### src/rtl/sdspi_target_pkg.sv
// Shared types for the SD SPI target: byte type, command framer states and CRC7 helper.
package sdspi_target_pkg;

    typedef logic [7:0] sdBYTE_t;

    typedef enum logic [1:0] {CMD_IDLE, CMD_ARG, CMD_CRC} cmdstate_t;

    localparam logic [6:0] CRC7_POLY = 7'h09;

    // Bitwise CRC7 (x^7+x^3+1), MSB of the data byte first.
    function automatic logic [6:0] crc7_byte(input logic [6:0] crcIn, input sdBYTE_t data);
        logic [6:0] c;
        sdBYTE_t    d;
        logic       fb;
        c = crcIn;
        d = data;
        for (int unsigned i = 0; i < 8; i++) begin
            fb = c[6] ^ d[7];
            c  = {c[5:0], 1'b0};
            if (fb) c = c ^ CRC7_POLY;
            d  = {d[6:0], 1'b0};
        end
        return c;
    endfunction

endpackage

### src/rtl/sdspi_target_phy.sv
// SPI target physical layer: pin synchronisers, SCLK edge detect, rx/tx shift registers, tx holding register.
module sdspi_target_phy
    import sdspi_target_pkg::*;
#(
    parameter int unsigned SYNC_STAGES = 2,
    parameter sdBYTE_t     IDLE_BYTE   = 8'hFF
) (
    input  logic    clk,
    input  logic    rst,
    input  logic    spi_sclk,
    input  logic    spi_cs,
    input  logic    spi_mosi,
    output logic    spi_miso,
    output sdBYTE_t rx_data,
    output logic    rx_valid,
    input  sdBYTE_t tx_data,
    input  logic    tx_valid,
    output logic    tx_ready,
    output logic    tx_underrun,
    output logic    frameAbort
);

    logic [SYNC_STAGES-1:0] sclkSync, csSync, mosiSync;
    logic    sclkS, csS, mosiS;
    logic    sclkPrev, csPrev;
    logic    rise, fall, byteStart;
    logic [2:0] bitcnt;
    sdBYTE_t rxShift, txShift, holdData, loadByte;
    logic    holdFull, rxUpd;

    assign sclkS = sclkSync[SYNC_STAGES-1];
    assign csS   = csSync[SYNC_STAGES-1];
    assign mosiS = mosiSync[SYNC_STAGES-1];

    assign rise      = !csS && !sclkPrev &&  sclkS;
    assign fall      = !csS &&  sclkPrev && !sclkS;
    assign byteStart = fall && (bitcnt == 3'd0);
    assign loadByte  = holdFull ? holdData : IDLE_BYTE;
    assign tx_ready  = !holdFull;

    always_ff @(posedge clk) begin
        if (rst) begin
            sclkSync    <= '1;
            csSync      <= '1;
            mosiSync    <= '1;
            sclkPrev    <= 1'b1;
            csPrev      <= 1'b1;
            bitcnt      <= '0;
            rxShift     <= '0;
            txShift     <= '1;
            holdData    <= '0;
            holdFull    <= 1'b0;
            spi_miso    <= 1'b1;
            rx_data     <= 8'hFF;
            rxUpd       <= 1'b0;
            rx_valid    <= 1'b0;
            tx_underrun <= 1'b0;
            frameAbort  <= 1'b0;
        end else begin
            sclkSync    <= {sclkSync[SYNC_STAGES-2:0], spi_sclk};
            csSync      <= {csSync[SYNC_STAGES-2:0], spi_cs};
            mosiSync    <= {mosiSync[SYNC_STAGES-2:0], spi_mosi};
            sclkPrev    <= sclkS;
            csPrev      <= csS;
            rxUpd       <= 1'b0;
            rx_valid    <= rxUpd;
            tx_underrun <= 1'b0;
            frameAbort  <= 1'b0;

            if (csS) begin
                spi_miso <= 1'b1;
                if (!csPrev) begin
                    bitcnt     <= '0;
                    frameAbort <= 1'b1;
                end
            end else begin
                if (rise) begin
                    rxShift <= {rxShift[6:0], mosiS};
                    bitcnt  <= bitcnt + 3'd1;
                    if (bitcnt == 3'd7) begin
                        rx_data <= {rxShift[6:0], mosiS};
                        rxUpd   <= 1'b1;
                    end
                end
                if (byteStart) begin
                    spi_miso    <= loadByte[7];
                    txShift     <= {loadByte[6:0], 1'b1};
                    tx_underrun <= !holdFull;
                end else if (fall) begin
                    spi_miso <= txShift[7];
                    txShift  <= {txShift[6:0], 1'b1};
                end
            end

            // An accept can only happen while empty, so a coinciding byte start already took IDLE_BYTE.
            if (tx_valid && !holdFull) begin
                holdData <= tx_data;
                holdFull <= 1'b1;
            end else if (byteStart) begin
                holdFull <= 1'b0;
            end
        end
    end

endmodule

### src/rtl/sdspi_target.sv
// SD card side SPI target: PHY plus 6-byte command framer with CRC7 check.
module sdspi_target
    import sdspi_target_pkg::*;
#(
    parameter int unsigned SYNC_STAGES = 2,
    parameter sdBYTE_t     IDLE_BYTE   = 8'hFF
) (
    input  logic        clk,
    input  logic        rst,
    input  logic        spi_sclk,
    input  logic        spi_cs,
    input  logic        spi_mosi,
    output logic        spi_miso,
    output sdBYTE_t     rx_data,
    output logic        rx_valid,
    input  sdBYTE_t     tx_data,
    input  logic        tx_valid,
    output logic        tx_ready,
    output logic        tx_underrun,
    output logic        cmd_valid,
    output logic [5:0]  cmd_index,
    output logic [31:0] cmd_arg,
    output logic        cmd_crc_ok
);

    logic        frameAbort;
    cmdstate_t   state;
    logic [2:0]  byteCnt;
    logic [6:0]  crc;
    logic [5:0]  idxReg;
    logic [31:0] argReg;

    sdspi_target_phy #(
        .SYNC_STAGES(SYNC_STAGES),
        .IDLE_BYTE  (IDLE_BYTE)
    ) u_phy (
        .clk        (clk),
        .rst        (rst),
        .spi_sclk   (spi_sclk),
        .spi_cs     (spi_cs),
        .spi_mosi   (spi_mosi),
        .spi_miso   (spi_miso),
        .rx_data    (rx_data),
        .rx_valid   (rx_valid),
        .tx_data    (tx_data),
        .tx_valid   (tx_valid),
        .tx_ready   (tx_ready),
        .tx_underrun(tx_underrun),
        .frameAbort (frameAbort)
    );

    always_ff @(posedge clk) begin
        if (rst) begin
            state      <= CMD_IDLE;
            byteCnt    <= '0;
            crc        <= '0;
            idxReg     <= '0;
            argReg     <= '0;
            cmd_valid  <= 1'b0;
            cmd_index  <= '0;
            cmd_arg    <= '0;
            cmd_crc_ok <= 1'b0;
        end else begin
            cmd_valid <= 1'b0;
            if (frameAbort) begin
                state <= CMD_IDLE;
            end else if (rx_valid) begin
                case (state)
                    CMD_IDLE: begin
                        if (rx_data[7:6] == 2'b01) begin
                            state   <= CMD_ARG;
                            byteCnt <= 3'd1;
                            idxReg  <= rx_data[5:0];
                            crc     <= crc7_byte('0, rx_data);
                        end
                    end
                    CMD_ARG: begin
                        argReg  <= {argReg[23:0], rx_data};
                        crc     <= crc7_byte(crc, rx_data);
                        byteCnt <= byteCnt + 3'd1;
                        if (byteCnt == 3'd4) state <= CMD_CRC;
                    end
                    CMD_CRC: begin
                        cmd_valid  <= 1'b1;
                        cmd_index  <= idxReg;
                        cmd_arg    <= argReg;
                        cmd_crc_ok <= (rx_data[7:1] == crc);
                        state      <= CMD_IDLE;
                    end
                    default: state <= CMD_IDLE;
                endcase
            end
        end
    end

endmodule

### config.mk
export PLATFORM = sky130hd
export DESIGN_NAME = sdspi_target
export DESIGN_NICKNAME = d
export VERILOG_FILES = /design/src/rtl/sdspi_target_pkg.sv /design/src/rtl/sdspi_target_phy.sv /design/src/rtl/sdspi_target.sv
export SDC_FILE = /design/constraint.sdc
export NUM_CORES = 1
export LEC_CHECK = 0
export CAP_MARGIN = 30
export CORE_UTILIZATION = 27
export CTS_CLUSTER_DIAMETER = 60
export CTS_CLUSTER_SIZE = 25
export DETAILED_ROUTE_END_ITERATION = 7
export GPL_TIMING_DRIVEN = 0
export PLACE_DENSITY_LB_ADDON = 0.08
export SLEW_MARGIN = 20
export SYNTH_ARGS = -nofsm -noshare
export SYNTH_HDL_FRONTEND = slang
export SYNTH_HIERARCHICAL = 1
export SYNTH_SLANG_ARGS = --single-unit
### constraint.sdc
create_clock -name clk -period 1.95 [get_ports clk]
set_clock_uncertainty 0.05 [all_clocks]
set_input_delay 0.585 -clock clk [delete_from_list [all_inputs] [get_ports clk]]
set_output_delay 0.585 -clock clk [all_outputs]
set_load 0.01 [all_outputs]
==> metrics, run 1 <==
status complete, no violations; Design Area, Final a little over 7000 um2; VDD IR max 605 uV; synthesis-stage register bit count 137; mapped cell area roughly 5400 um2; Starting DRT DRC Count a little over 200; sequential area share after synthesis 0.511; number of global-route vias before repair approximately 4300; global-route usage over all layers 0.145; Root Buffer clkbuf_16; Die ar. 20400 um2; EDFF count, synth 0; port bufs 64; fin crit share 0.979; CTS max path bufs 2; layout cells sized above 1 0.113; type of origin of the critical path register; CTS tree done; Post-DP HPWL between 9000 and 10000 um; final setup fails 0; total routed wirelength approximately 14000 um; Hold Violations, Final 0; Vias roughly 4300; vias per cell about 4.4; worst skew pair latency around 0.41 ns; FILL cells 2034; number of detailed-route iterations in the first pass 4; share of flip-flops with an asynchronous set or reset 0; Distinct cells, synth 53; Critical Setup Path Class register to primary output; Worst-path clk slew roughly 0.060 ns; routability cong. ~0.79; switching part of the total power 0.207; Nets roughly 700; CTS HTree Levels 4; initial core utilization 0.276; Rows just over 50; first-pass GRT wire length 22500 um; crit end category primary output; top_reg_cell synth dfxtp_1; PwrDens 892 nW/um2; Arr. time, crit path roughly 1.3 ns; CP max stage cell clkdlybuf4s50_1; Rel. slew slack 0.568; core area between 15000 and 20000 um2; Max Clk Rate ~0.52 GHz; post-route insts no fill around 1000; max cap viols 0; grt total ovfl 0; Hold WS 0.357 ns; CTS sink cnt between 100 and 150; Clk pwr share 0.527; syn_nets 638; leakage ~3.1 nW; CP peak stage delay between 0.5 and 0.6 ns; area grow syn2layout 31.3%; Chip Width 143 um; RSZ-0062 raised after global routing yes; initial antenna violation count 0; Worst Tran Pin Value approximately 0.64 ns; CTS buffer count 17; Crit Path Max Fanout 2; Crit path required time ~1.3 ns; hold-fix buffers at CTS 0; yosys warns 6; post-place instance area roughly 6300 um2; largest net degree at the start of global routing 17; # DRC 0; post-synthesis area per instance approximately 8.7 um2; sequential share of power 0.450; Comb pwr share 0.023; diodes inserted 0; Slew Viols, Final 0; CP Buf/Inv Count 1; placed insts 948; die height 143 um; Tmin final between 1.5 and 2 ns; Net Sw Power around 1.3 mW; drt wl/cell about 14 um; PnR Total Power ~6.3 mW; Synth Instances between 600 and 700; Pint roughly 5 mW; Hold WC Path Type register to register; Routed Antenna Nets 0; top-level port count 66; crit-path cells clkdlybuf4s50_1; critical path's top delay family buffers and inverters
## cells in the mapped netlist, types with 6 or more instances
cell | instances | area share
nand2_1 | 163 | 0.11
dfxtp_1 | 137 | 0.51
a21oi_1 | 94 | 0.088
nor2_1 | 27 | 0.019
clkbuf_1 | 25 | 0.017
buf_2 | 17 | 0.016
xor2_1 | 17 | 0.028
mux2i_1 | 14 | 0.026
and3_1 | 10 | 0.012
or2_2 | 9 | 0.010
a211o_1 | 8 | 0.013
nand3_1 | 7 | 0.0065
xnor2_1 | 7 | 0.011
inv_1 | 6 | 0.0042
o21ai_0 | 6 | 0.0056
o21ai_1 | 6 | 0.0056
o22ai_1 | 6 | 0.0070
## per-layer routing
metal,track usage,part of all wire,vias to the layer above
li1,-,-,2234
met1,0.204,0.53,2035
met2,0.213,0.42,64
met3,0.0345,0.036,4
met4,0.0498,0.0069,0
met5,0,0,-
## state kept, by name, indices dropped and copies added (netlist names), 2 cells and up
signal	flops
argReg	32
byteCnt	3
cmd_arg	32
cmd_index	6
crc	7
idxReg	6
state	2
u_phy/bitcnt	3
u_phy/csSync	2
u_phy/holdData	8
u_phy/mosiSync	2
u_phy/rxShift	7
u_phy/rx_data	8
u_phy/sclkSync	2
u_phy/txShift	7
## cells in the final DEF, fill, tap and decap left out, types with 13 or more instances in the layout
cell / netlist / layout
dlygate4sd2_1: 0 / 13
clkbuf_1: 25 / 25
a21oi_1: 94 / 94
dfxtp_1: 137 / 130
clkbuf_16: 0 / 17
buf_2: 17 / 18
clkdlybuf4s50_1: 0 / 18
xor2_1: 17 / 17
nand2_1: 163 / 163
nor2_1: 27 / 26
dlymetal6s2s_1: 0 / 33
mux2i_1: 14 / 14
## repair_timing
| item | CTS | global route |
|---|---|---|
| resized for setup | 25 | 37 |
| pin swaps | 0 | 0 |
| cloned | 0 | 0 |
| setup endpoints to repair | 23 | 73 |
| buffers inserted | 0 | 0 |
## final timing paths
path,start,to,slack [ns],cells after the start
worst max-delay path,cmd_arg[23],cmd_arg[23],0.04,1
worst min-delay path,u_phy/sclkSync[0],u_phy/sclkSync[1],0.36,1
worst max register to register,u_phy/frameAbort,cmd_arg[2],0.14,6
worst min register to register,u_phy/sclkSync[0],u_phy/sclkSync[1],0.36,1
## final cells by class
type	instances	area, um2	share of cell area
plain buffers	47	230	0.0327
clock buffers	21	470	0.0668
clock inverters	10	141	0.0201
inverters	6	22.5	0.00320
multi-input cells	429	2380	0.338
flip-flops and latches	137	2760	0.392
well taps	265	332	0.0471
repair buffers	64	707	0.100
## through the flow
step                setup WS, ns  utilization  setup TNS [ns]
floorplan                  0.308            -               0
global placement          -0.175        0.326           -5.50
detailed placement        -0.220        0.326           -6.79
CTS                     0.000133        0.357               0
global route            -0.00815        0.362        -0.00815
finish                    0.0404        0.362               0
## kinds of logic (layout without fill, tap and decap cells)
kind of cell / after synthesis / after routing / synth area share
adder cells (fa/ha/maj): 5 / 5 / 0.0117
AND/OR/NAND/NOR: 248 / 248 / 0.207
XOR/XNOR: 28 / 28 / 0.0562
flip-flops: 137 / 137 / 0.511
buffers and inverters: 53 / 148 / 0.0469
AO/OA/AOI/OAI: 133 / 133 / 0.139
multiplexers: 15 / 15 / 0.0282
## power by group through the flow
stage          Sequential, mW  Clock, mW  Combinational, mW
2_1_floorplan            2.89          0             0.0875
3_3_place_gp             2.90          0              0.142
3_5_place_dp             2.90          0              0.144
4_1_cts                  2.83       3.42              0.144
5_1_grt                  2.83       3.54              0.158
6_report                 2.83       3.31              0.141
Note: power is estimated with default switching activity, not from simulation.
==> run 2: changes to the inputs <==
--- a/config.mk
+++ b/config.mk
@@ -5,6 +5,7 @@
 export SDC_FILE = /design/constraint.sdc
 export NUM_CORES = 1
 export LEC_CHECK = 0
+export ABC_CLOCK_PERIOD_IN_PS = 1950
 export CAP_MARGIN = 30
 export CORE_UTILIZATION = 27
 export CTS_CLUSTER_DIAMETER = 60
==> results of run 2 <==
The final DEF is identical to that of run 1; final timing and power are the same.
